===== src/rtl/mem_router_pkg.sv =====
// Shared types for the Avalon-MM memory router: tracker state encoding and address window decode.
// Decode is purely combinational; the window test is shared by the router top.
package mem_router_pkg;

    typedef enum logic [1:0] {
        IDLE     = 2'd0,
        RD_PEND  = 2'd1,
        WR_BURST = 2'd2
    } state_e;

    // Widest supported word address; narrower addresses are zero-extended.
    localparam int DEC_W = 64;

    function automatic logic ch_decode(input logic [DEC_W-1:0] addr,
                                       input logic [DEC_W-1:0] base,
                                       input logic [DEC_W-1:0] mask);
        return (addr & mask) == base;
    endfunction

endpackage


===== src/rtl/mem_router_track.sv =====
// Transaction tracker: outstanding read beats/owner channel and the active write burst channel.
// State updates one cycle after an accept or beat; it never stalls by itself.
module mem_router_track
    import mem_router_pkg::*;
#(
    parameter int CHW     = 1,
    parameter int CW      = 4,
    parameter int BURST_W = 3
) (
    input  logic               clk,
    input  logic               rst,
    input  logic [CHW-1:0]     sel_i,
    input  logic               rd_acc_i,
    input  logic               wr_acc_i,
    input  logic [BURST_W-1:0] bc_i,
    input  logic               beat_i,
    output logic               wr_burst_o,
    output logic [CW-1:0]      rd_cnt_o,
    output logic [CHW-1:0]     rd_ch_o,
    output logic [CHW-1:0]     wr_ch_o
);

    state_e             state_q, state_d;
    logic [CW-1:0]      rd_cnt_q, rd_cnt_d;
    logic [BURST_W-1:0] wr_left_q, wr_left_d;
    logic [CHW-1:0]     rd_ch_q, rd_ch_d;
    logic [CHW-1:0]     wr_ch_q, wr_ch_d;

    always_ff @(posedge clk or posedge rst) begin
        if (rst) begin
            state_q   <= IDLE;
            rd_cnt_q  <= '0;
            wr_left_q <= '0;
            rd_ch_q   <= '0;
            wr_ch_q   <= '0;
        end else begin
            state_q   <= state_d;
            rd_cnt_q  <= rd_cnt_d;
            wr_left_q <= wr_left_d;
            rd_ch_q   <= rd_ch_d;
            wr_ch_q   <= wr_ch_d;
        end
    end

    always_comb begin
        state_d   = state_q;
        rd_cnt_d  = rd_cnt_q;
        wr_left_d = wr_left_q;
        rd_ch_d   = rd_ch_q;
        wr_ch_d   = wr_ch_q;
        if (rd_acc_i) begin
            rd_ch_d  = sel_i;
            rd_cnt_d = rd_cnt_q + CW'(bc_i);
        end
        if (beat_i) begin
            rd_cnt_d = rd_cnt_d - CW'(1);
        end
        case (state_q)
            IDLE, RD_PEND: begin
                if (wr_acc_i && bc_i > BURST_W'(1)) begin
                    state_d   = WR_BURST;
                    wr_left_d = bc_i - BURST_W'(1);
                    wr_ch_d   = sel_i;
                end else begin
                    state_d = (rd_cnt_d != '0) ? RD_PEND : IDLE;
                end
            end
            WR_BURST: begin
                if (wr_acc_i) begin
                    wr_left_d = wr_left_q - BURST_W'(1);
                    if (wr_left_q == BURST_W'(1)) begin
                        state_d = (rd_cnt_d != '0) ? RD_PEND : IDLE;
                    end
                end
            end
            default: state_d = IDLE;
        endcase
    end

    always_comb begin
        wr_burst_o = (state_q == WR_BURST);
        rd_cnt_o   = rd_cnt_q;
        rd_ch_o    = rd_ch_q;
        wr_ch_o    = wr_ch_q;
    end

endmodule


===== src/rtl/avalon_mem_router.sv =====
// N-channel Avalon-MM router: window decode, zero-latency command/response muxing, in-order reads.
// Stalls via s_waitrequest on channel switch with reads pending or read-beat overflow; MEM_ROUTER_PERF_EN adds counters.
module avalon_mem_router
    import mem_router_pkg::*;
#(
    parameter int                        NUM_CH     = 2,
    parameter int                        ADDR_W     = 30,
    parameter int                        DATA_W     = 32,
    parameter int                        BURST_W    = 3,
    parameter int                        MAX_OUTST  = 8,
    parameter logic [NUM_CH*ADDR_W-1:0]  CH_BASE    = '0,
    parameter logic [NUM_CH*ADDR_W-1:0]  CH_MASK    = '0,
    parameter int                        DEFAULT_CH = 0
) (
    input  logic                         clk,
    input  logic                         rst,
    input  logic [ADDR_W-1:0]            s_address,
    input  logic [DATA_W/8-1:0]          s_byteenable,
    input  logic                         s_read,
    input  logic                         s_write,
    input  logic [DATA_W-1:0]            s_writedata,
    input  logic [BURST_W-1:0]           s_burstcount,
    output logic                         s_waitrequest,
    output logic [DATA_W-1:0]            s_readdata,
    output logic                         s_readdatavalid,
    output logic [NUM_CH*ADDR_W-1:0]     m_address,
    output logic [NUM_CH*DATA_W/8-1:0]   m_byteenable,
    output logic [NUM_CH-1:0]            m_read,
    output logic [NUM_CH-1:0]            m_write,
    output logic [NUM_CH*DATA_W-1:0]     m_writedata,
    output logic [NUM_CH*BURST_W-1:0]    m_burstcount,
    input  logic [NUM_CH-1:0]            m_waitrequest,
    input  logic [NUM_CH*DATA_W-1:0]     m_readdata,
    input  logic [NUM_CH-1:0]            m_readdatavalid,
    output logic                         err_spurious,
    output logic [NUM_CH*32-1:0]         perf_cmd_cnt,
    output logic [31:0]                  perf_stall_cnt
);

    localparam int CHW = (NUM_CH > 1) ? $clog2(NUM_CH) : 1;
    localparam int CW  = $clog2(MAX_OUTST + 1);

    logic [CHW-1:0]     dec_sel, sel, rd_ch, wr_ch;
    logic [CW-1:0]      rd_cnt;
    logic [BURST_W-1:0] bc;
    logic               wr_burst, rd_busy, stall, rd_acc, wr_acc, beat, spurious;
    logic [NUM_CH-1:0]  own_mask;
    logic               err_spurious_q;

    // Descending scan so the lowest matching window wins.
    always_comb begin
        dec_sel = CHW'(DEFAULT_CH);
        for (int i = NUM_CH - 1; i >= 0; i--) begin
            if (ch_decode(DEC_W'(s_address),
                          DEC_W'(CH_BASE[i*ADDR_W +: ADDR_W]),
                          DEC_W'(CH_MASK[i*ADDR_W +: ADDR_W]))) begin
                dec_sel = CHW'(i);
            end
        end
    end

    assign sel     = wr_burst ? wr_ch : dec_sel;
    assign bc      = (s_burstcount == '0) ? BURST_W'(1) : s_burstcount;
    assign rd_busy = (rd_cnt != '0);

    assign stall = (rd_busy && sel != rd_ch)
                 || (s_read && (32'(rd_cnt) + 32'(bc) > 32'(MAX_OUTST)))
                 || (s_read && wr_burst);

    assign s_waitrequest = stall | m_waitrequest[sel];
    assign rd_acc        = s_read  && !s_waitrequest;
    assign wr_acc        = s_write && !s_waitrequest;

    assign m_address    = {NUM_CH{s_address}};
    assign m_byteenable = {NUM_CH{s_byteenable}};
    assign m_writedata  = {NUM_CH{s_writedata}};
    assign m_burstcount = {NUM_CH{s_burstcount}};

    always_comb begin
        m_read  = '0;
        m_write = '0;
        if (!stall) begin
            m_read[sel]  = s_read;
            m_write[sel] = s_write;
        end
    end

    assign beat            = m_readdatavalid[rd_ch] && rd_busy;
    assign s_readdatavalid = beat;
    assign s_readdata      = m_readdata[int'(rd_ch)*DATA_W +: DATA_W];
    assign own_mask        = rd_busy ? (NUM_CH'(1) << rd_ch) : '0;
    assign spurious        = |(m_readdatavalid & ~own_mask);

    always_ff @(posedge clk or posedge rst) begin
        if (rst) begin
            err_spurious_q <= 1'b0;
        end else if (spurious) begin
            err_spurious_q <= 1'b1;
        end
    end
    assign err_spurious = err_spurious_q;

    mem_router_track #(
        .CHW     (CHW),
        .CW      (CW),
        .BURST_W (BURST_W)
    ) u_track (
        .clk        (clk),
        .rst        (rst),
        .sel_i      (sel),
        .rd_acc_i   (rd_acc),
        .wr_acc_i   (wr_acc),
        .bc_i       (bc),
        .beat_i     (beat),
        .wr_burst_o (wr_burst),
        .rd_cnt_o   (rd_cnt),
        .rd_ch_o    (rd_ch),
        .wr_ch_o    (wr_ch)
    );

`ifdef MEM_ROUTER_PERF_EN
    logic [NUM_CH*32-1:0] cmd_cnt_q, cmd_cnt_d;
    logic [31:0]          stall_cnt_q, stall_cnt_d;

    // Continuation beats of a write burst are not new commands.
    always_comb begin
        cmd_cnt_d = cmd_cnt_q;
        if ((rd_acc || wr_acc) && !wr_burst) begin
            cmd_cnt_d[int'(sel)*32 +: 32] = cmd_cnt_q[int'(sel)*32 +: 32] + 32'd1;
        end
        stall_cnt_d = stall_cnt_q;
        if (stall && (s_read || s_write)) begin
            stall_cnt_d = stall_cnt_q + 32'd1;
        end
    end

    always_ff @(posedge clk or posedge rst) begin
        if (rst) begin
            cmd_cnt_q   <= '0;
            stall_cnt_q <= '0;
        end else begin
            cmd_cnt_q   <= cmd_cnt_d;
            stall_cnt_q <= stall_cnt_d;
        end
    end

    assign perf_cmd_cnt   = cmd_cnt_q;
    assign perf_stall_cnt = stall_cnt_q;
`else
    assign perf_cmd_cnt   = '0;
    assign perf_stall_cnt = '0;
`endif

endmodule


===== config.mk =====
export PLATFORM = sky130hd
export DESIGN_NAME = avalon_mem_router
export DESIGN_NICKNAME = d
export VERILOG_FILES = /design/src/rtl/mem_router_pkg.sv /design/src/rtl/mem_router_track.sv /design/src/rtl/avalon_mem_router.sv
export SDC_FILE = /design/constraint.sdc
export NUM_CORES = 1
export LEC_CHECK = 0
export CAP_MARGIN = 20
export CORE_AREA = 2 2 162 164
export CTS_CLUSTER_DIAMETER = 100
export CTS_CLUSTER_SIZE = 20
export DETAILED_ROUTE_END_ITERATION = 8
export DIE_AREA = 0 0 164 166
export PLACE_DENSITY = 0.58
export REMOVE_ABC_BUFFERS = 1
export SYNTH_ARGS = -nofsm -noshare
export SYNTH_HDL_FRONTEND = slang
export SYNTH_SLANG_ARGS = --single-unit

===== constraint.sdc =====
create_clock -name clk -period 3.7 [get_ports clk]
set_input_delay 0.74 -clock clk [delete_from_list [all_inputs] [get_ports clk]]
set_output_delay 0.74 -clock clk [all_outputs]
set_load 0.05 [all_outputs]

# Yosys cells after proc, flatten, opt, wreduce, memory -nomap -nowiden
# Index checks and enable logic that the tools add are counted.
# Widths: inputs -> output; s select.
word_totals:
  ram_bits: 0
  regBits: 12
  latch_bits: 0
  n_memories: 0
  mem_bits_ro: 0
  in_bits: 141
  wordCells: 72
  output_inout_bits: 273
classes:
  n_bitwise: 5
  reduce_logical: 21
  mul: 0
  n_eq_ne: 7
  n_mux: 21
  magnitude_cmp: 5
  n_shift: 2
  div: 0
  n_addsub: 5
op_table:
  columns: ["operator", "count"]
  rows:
  - ["$shiftx 64x7->32", 1]
  - ["$mux 2", 6]
  - ["$mux 3", 3]
  - ["$logic_and 1x1->1", 8]
  - ["$mux 4", 2]
  - ["$reduce_bool 4->1", 2]
  - ["$mux 1", 7]
  - ["$and 2x2->2", 3]
  - ["$ne 2x1->1 const B", 3]
  - ["$pmux 3 s2", 1]
  - ["$sub 3x1->3 const B", 2]
  - ["$add 4x3->5", 1]
  - ["$gt 5x4->1 const B", 1]
  - ["$add 4x3->4", 1]
  - ["$lt 1x2->1 const B", 2]
  - ["$pmux 2 s2", 1]
  - ["$reduce_and 2->1", 2]
  - ["$reduce_or 2->1", 2]
  - ["$sub 4x1->4 const B", 1]
  - ["$eq 3x1->1 const B", 1]
  - ["$gt 3x1->1 const B", 1]
  - ["$logic_not 3->1", 1]
  - ["$reduce_and 3->1", 1]
  - ["$eq 2x1->1 const B", 1]
  - ["other kinds (11)", 12]

# Depth between registers and ports, before layout
# Gate-level depths: netlist of the first run.
depth:
  depth_word: 18
  depth_mapped: 14
  mapped_depth_nobuf: 14

# By module
# A second synthesis of the first run with hierarchy kept.
unflattened:
  hier_cells: 402
  area_unflattened_um2: 3298.2
by_module_without_submodules:
  columns: ["module", "n_inst", "cells_per_inst", "seq_area_each_um2", "area_each_um2"]
  rows:
  - ["avalon_mem_router", 1, 324, 25.0, 2521.2]
  - ["mem_router_track", 1, 78, 275.3, 777.0]

# Least setup slack after synthesis of the first run
# OpenSTA, ideal clock, no wires.
synth_timing:
  kind: "input-to-output"
  startpoint: "input s_burstcount[1]"
  endpoint: "output m_write[0]"
  setup_slack_ns: -0.441
  arrival_ns: 3.401
  path_buffers: 0
  required_time_ns: 2.960
  cell_stages: 11
  path_cell_list: "nor2_1 -> or2_2 -> ha_1 -> inv_1 -> fa_1 -> nor2b_1 -> a32oi_1 -> o221ai_1 -> and2_1 -> nand2_1 -> a21oi_1"
synth_via:
  elab_chain_cells: 8
synth_lines:
  columns: ["item", "line_no", "text"]
  rows:
  - ["start: declaration", "avalon_mem_router.sv:22", "input logic [BURST_W-1:0] s_burstcount,"]
  - ["$logic_not 3->1", "avalon_mem_router.sv:63", "assign bc = (s_burstcount == '0) ? BURST_W'(1) : s_burstcount;"]
  - ["$mux 3 *", "avalon_mem_router.sv:63", null]
  - ["$add 4x3->5 *", "avalon_mem_router.sv:67", "|| (s_read && (32'(rd_cnt) + 32'(bc) > 32'(MAX_OUTST)))"]
  - ["$gt 5x4->1 *", "avalon_mem_router.sv:67", null]
  - ["$logic_and 1x1->1 *", "avalon_mem_router.sv:67", null]
  - ["$logic_or 1x1->1 *", "avalon_mem_router.sv:67", null]
  - ["$logic_or 1x1->1 *", "avalon_mem_router.sv:68", "|| (s_read && wr_burst);"]
  - ["$mux 2 *", "avalon_mem_router.sv:82", "if (!stall) begin"]
  - ["end: declaration", "avalon_mem_router.sv:29", "output logic [NUM_CH-1:0] m_write,"]
# Mark *: on every way between the ends. The rest lies on a longest branch, timed or not.

# Final worst setup path of the first run
# Ends and elaborated chain as after synthesis.

==> run metrics, run 1 <==
CTS tree=yes; ys async rst share=1.00; Netlist Area Pre-Place=0.00321 mm²; remaining antenna violation count=0; initial antenna violation count=0; RSZ-0062 raised after global routing=yes; die area=0.0272 mm²; Slew @ Worst Pin=681 ps; clk_skew=5.55 ps; Fin. Hold Viols=0; Util after Layout=0.147; DR iter-0 viols=140; Synth area leaders=buf_4 (55%), mux2_2 (12%), dfrtp_1 (9.4%); Hold/Removal Path Class=reg2reg; hpwl dp=23300 µm; Crit path arrival time=2950 ps; clock root buffer=clkbuf_16; Worst setup SP type=primary input; most frequent cells in the layout=conb_1 (97), clkdlybuf4s50_1 (90), buf_4 (44); Setup Viol. Count Final=0; LEAKAGE=0.00159 µW; pin count of the biggest net entering global routing=33; core box area=0.0256 mm²; H-Tree Depth=1; vias in the first global route=2216; Post-Synthesis Cells=393; Filler cells=2881; run status=completed; Worst setup EP type=output pin; DRT Wirelength=25200 µm; Setup WS post-layout=11.4 ps; Synth top area share=0.550; post-route setup TNS=0 ps; Worst Path Max Fanout=3; gpl congestion=0.887; Die H=166 µm; vias=2483; CTS buffer count=3; clock buffer depth=2; Top Ports=414; ys flop type=dfrtp_1; Chip Width=164 µm; commonest non-fill, non-tap cell in the layout=conb_1; IO Port Bufs=118; Avg WL per Cell=34.6 µm; Starting Density=0.125; Max Clock Freq=0.271 GHz; ratio of cells with drive above 1 in the final layout=0.292; critical path type=in2out; crit share post-route=0.997; Remaining DRCs=0; Layout area overhead=17.2%; Tot GR Track Use=0.177; synthesized area per cell=8.16 µm²; clock-pin transition on the worst setup and hold timing paths=40 ps; total congestion overflow=0; Post-synth EDFFs=0; pwr/cell area=520 mW/mm²; pre-CTS setup slack=-674 ps; antenna cells=0; DR pass1 iterations=4; post-synthesis register bit count=12; maxcap violations=0; Synth area leader=buf_4; clk sinks=12; fin nets=544; Final Max Slew Viols=0; Cell Rows=59; Seq/Total Area, Yosys=0.0936; Peak VDD IR=0.241 mV; routed vias/inst=3.41; first-pass GRT wire length=29400 µm; Req. time, crit path=2960 ps; minimum clock period=3690 ps; later-pin clock latency in the skew report=250 ps; post-synthesis cell type count=48; cts hold-fix bufs=0; synth warn=0; Max-slew headroom=0.533; Min Hold Slack=467 ps
==> routing by layer <==
layer  up-vias  global-route usage  wire length (µm)
li1        952                   -                 -
met5         -              0.0582               146
met4         6              0.0164               243
met3        16               0.225              6780
met1      1088               0.134              6620
met2       421               0.283             11400
==> critical path, stage by stage <==
cell and delay (ps):
buf_6 100, nor2_4 160, or2_4 160, ha_4 130, inv_2 30, fa_2 530
nor2b_4 210, a32oi_4 80, o221ai_2 240, and2_4 190, nand2_4 70, a21oi_4 150
buf_12 150
==> repair_timing <==
action / in CTS / in global routing
setup buffers: 2 / 2
setup endpoints to repair: 9 / 4
pin swaps: 6 / 6
resized for setup: 30 / 8
==> power breakdown <==
part / total [µW] / switching [µW] / internal, µW
Sequential: 275 / 92.4 / 183
Combinational: 1450 / 858 / 593
Clock: 227 / 62.9 / 164
Total: 1950 / 1010 / 939
==> final cells by class <==
class | instances | area (µm²) | share of cell area
clock buffer | 4 | 88.8 | 0.0236
inverter | 14 | 52.6 | 0.0140
multi-input combinational | 222 | 1540 | 0.409
sequential | 12 | 300 | 0.0799
tap | 335 | 419 | 0.112
timing repair buffer | 142 | 1360 | 0.362
==> cells by family (layout without fill, tap and decap cells) <==
family	after synthesis	count (layout)	share of synthesized area
buf+inv	255	160	0.574
fa+ha+maj	8	8	0.0336
flops	12	12	0.0936
simple gates	45	45	0.0819
xor+xnor	5	5	0.0160
mux	38	38	0.132
compound gates	29	29	0.0683
other cells	1	97	0.00117
==> synth_stat cells, types with 2 or more instances <==
cell type  number
inv_1          14
dfrtp_1        12
mux2i_1         4
nand2b_1        3
o221ai_1        3
nor2_1          8
nand3_1         2
nor3_1          8
or2_2           2
ha_1            7
a21oi_1         8
buf_4         235
clkbuf_1        5
o22ai_1         3
nor2b_1         4
and2_1          2
nand2_1         6
mux2_2         34
xor2_1          3
nand4_1         2
==> through the flow <==
stage | std cells | total power, µW | area (µm²)
final | 729 | 1950 | 3760
after detailed placement | 722 | 1560 | 3540
after CTS | 727 | 1890 | 3710
after global routing | 729 | 2080 | 3760
after global placement | 722 | 1550 | 3540
after floorplan | 248 | 1060 | 1780
==> flip-flops by register name (all words and copies together) (netlist names) <==
signal	flops
u_track.rd_cnt_o	4
err_spurious	1
u_track.rd_ch_o	1
u_track.wr_left_q	3
u_track.state_q	2
u_track.wr_ch_o	1
==> worst paths after layout <==
path	start	endpoint	slack, ps	depth (start not counted)
min in group asynchronous	rst	u_track.wr_left_q[1]$_DFFE_PP0P_	840	2
worst max-delay path	s_burstcount[1]	m_write[0]	10	13
worst min-delay path	err_spurious$_DFFE_PP0P_	err_spurious$_DFFE_PP0P_	470	1
max in group asynchronous	rst	err_spurious$_DFFE_PP0P_	2500	2
worst max register to register	u_track.state_q[1]$_DFFE_PP0P_	u_track.state_q[0]$_DFFE_PP0P_	580	9
worst min register to register	err_spurious$_DFFE_PP0P_	err_spurious$_DFFE_PP0P_	470	1
No activity file was read; power rests on OpenSTA's default activity.
==> run 2: changes to the inputs <==
CORE_AREA = 2 2 161 163   (was 2 2 162 164)
DIE_AREA = 0 0 163 165   (was 0 0 164 166)
clock period = 4.7 ns   (was 3.7 ns; I/O delays follow)
==> run 2 against run 1 <==
Die area down 1.2%. Power decreased by 29%. Critical path depth did not move. Clock-buffer cell count down 1. Sequential power decreased by 24%. Hold slack gained 30 ps. Clock skew about the same. Largest power group unchanged. Highest routed layer unchanged.
==> run metrics, run 2 (synthesis results as in run 1) <==
run status=completed; gpl congestion=0.901 (+1.5%); CP startpoint=s_burstcount[2]; Layout area overhead=12.2%; IO Port Bufs=118 (unchanged); remaining antenna violation count=0 (unchanged); Starting Density=0.128 (+0.00290); FF/Latch Area=300 µm² (unchanged); Final Max Slew Viols=0 (unchanged); CP peak stage delay=520 ps (about the same); pwr/cell area=384 mW/mm² (-26%); cell area after layout=0.00360 mm² (-4.3%); Max-slew headroom=0.448 (-0.0853); Largest register FFs=4 (unchanged); DR iter-0 viols=174 (+24%); reg2reg start=u_track.rd_cnt_o[0]$_DFF_PP0_; Avg WL per Cell=36.8 µm (+6.4%); DRT Wirelength=26100 µm (+3.4%); Worst Path Max Fanout=4 (+1); fin nets=529 (-2.8%); Remaining DRCs=0 (unchanged); later-pin clock latency in the skew report=250 ps (about the same); vias in the first global route=2142 (-3.3%); CTS buffer count=3 (unchanged); Setup crit end=s_waitrequest; Hold/Removal Path Class=reg2reg; clk sinks=12 (unchanged); Buf/Inv on CP=4 (+1); first-pass GRT wire length=29500 µm (+0.59%); LEAKAGE=0.00148 µW (-7.3%); antenna cells=0 (unchanged); Req. time, crit path=3760 ps (+800 ps); Filler cells=2849 (-1.1%); Tot GR Track Use=0.184 (+0.00745); initial antenna violation count=0 (unchanged); Slew @ Worst Pin=825 ps (+145 ps); Top Ports=414 (unchanged); Crit path arrival time=3630 ps (+680 ps); r2r worst-path depth=12 (+3); hpwl dp=24200 µm (+3.8%); clock buffer depth=2 (unchanged); Cell Rows=58 (-1.7%); maxcap violations=0 (unchanged); H-Tree Depth=1 (unchanged); minimum clock period=4570 ps; ratio of cells with drive above 1 in the final layout=0.183 (-0.109); clock root buffer=clkbuf_16; Min Hold Slack=498 ps (+30.3 ps); critical path's slowest cell=clkdlybuf4s50_1; setup slack, reg-to-reg=1630 ps (+1050 ps); DR pass1 iterations=4 (unchanged); multi-input combinational cell area=0.00147 mm² (-4.6%); Worst setup SP type=primary input; die area=0.0269 mm² (-1.2%); worst path cell trace=clkdlybuf4s50_1 > nor2_4 > or2_2 > ha_1 > inv_1 > fa_1 > nor2b_4 > a32oi_2 > o221ai_2 > and2_1 > buf_4 > nand2_1 > buf_12; vias=2457 (-1.0%); core box area=0.0250 mm² (-2.3%); total congestion overflow=0 (unchanged); Peak VDD IR=0.176 mV (-27%); commonest non-fill, non-tap cell in the layout=clkdlybuf4s50_1; clk_skew=5.29 ps (-0.260 ps); reg2reg end=u_track.state_q[0]$_DFFE_PP0P_; Die H=165 µm (-0.60%); CTS tree=yes; dpl cell area=0.00348 mm² (-1.6%); pin count of the biggest net entering global routing=36 (+9.1%); critical path type=in2out; Max Clock Freq=0.219 GHz; Setup Viol. Count Final=0 (unchanged); Worst setup EP type=output pin; Chip Width=163 µm (-0.61%); Fin. Hold Viols=0 (unchanged); critical path depth=13 (unchanged); clock-pin transition on the worst setup and hold timing paths=50 ps (about the same); most frequent cells in the layout=clkdlybuf4s50_1 (114), conb_1 (97), mux2_2 (34); routed vias/inst=3.47 (+1.9%); postcts setup bufs=0 (-2); Crit path max-delay family=buffers and inverters; crit share post-route=0.973
-- run 2: cell count changes in the layout (fill, tap and decap cells not counted), moves of 2 or more --
cell / previous run / this run
buf_4: 44 / 9
buf_6: 2 / 0
clkdlybuf4s50_1: 90 / 114
nand2_1: 4 / 6
nand2_4: 2 / 0
-- run 2: repair_timing --
action                     in CTS  in global routing
pin swaps                       0                  2
hold buffers                    0                  0
resized for setup               3                  6
setup endpoints to repair       3                  3
-- run 2: cell type report --
cell class                      count  area share
Multi-Input combinational cell    222       0.408
Timing Repair Buffer              127       0.358
Tap cell                          330       0.115
Sequential cell                    12      0.0835
Clock buffer                        3      0.0209
Inverter                           14      0.0146
-- run 2: where the power goes --
group / switching [µW] / leakage [µW] / internal, µW / total [µW]
combinational: 637 / 0.00130 / 369 / 1010
sequential: 64.1 / 0.000144 / 144 / 208
clock: 53.7 / 0.0000370 / 112 / 165
-- run 2: worst min path at each step --
stage                                      startpoint                          end  depth (start not counted)
after floorplan           u_track.wr_ch_o$_DFFE_PP0P_  u_track.wr_ch_o$_DFFE_PP0P_                          1
after global placement       err_spurious$_DFFE_PP0P_     err_spurious$_DFFE_PP0P_                          1
after detailed placement     err_spurious$_DFFE_PP0P_     err_spurious$_DFFE_PP0P_                          1
after CTS                    err_spurious$_DFFE_PP0P_     err_spurious$_DFFE_PP0P_                          1
after global routing         err_spurious$_DFFE_PP0P_     err_spurious$_DFFE_PP0P_                          1
final                        err_spurious$_DFFE_PP0P_     err_spurious$_DFFE_PP0P_                          1
-- run 2: worst reg2reg max path: cells and delay by family, from the launching register on --
kind | cells | cell delay, ps
AOI/OAI and AO/OA | 3 | 560
xor gates and xnor gates | 1 | 270
adders and majority gates | 3 | 920
buffers and inverters | 1 | 60
DFF | 1 | 410
muxes | 1 | 280
and+or+nand+nor | 3 | 410
-- run 2: per-stage QoR --
step                      TNS (ps)  setup slack [ps]  power, µW  cells   util
after global routing         -10.6             -10.6       1460    708  0.144
after detailed placement      -423              -220       1170    705  0.139
final                            0               125       1380    708  0.144
after floorplan                  0               161        832    248      -
after global placement        -127             -87.8       1160    705  0.139
after CTS                        0              3.98       1340    708  0.142
-- run 2: layer usage --
| metal | share of wire | track usage | wire (µm) | vias to the layer above |
|---|---|---|---|---|
| met4 | 0.024 | 0.0394 | 637 | 4 |
| met1 | 0.27 | 0.141 | 6950 | 1121 |
| met2 | 0.44 | 0.285 | 11300 | 381 |
| met3 | 0.27 | 0.237 | 7020 | 27 |
| met5 | 0.0037 | 0.0284 | 97 | - |
| li1 | - | - | - | 924 |
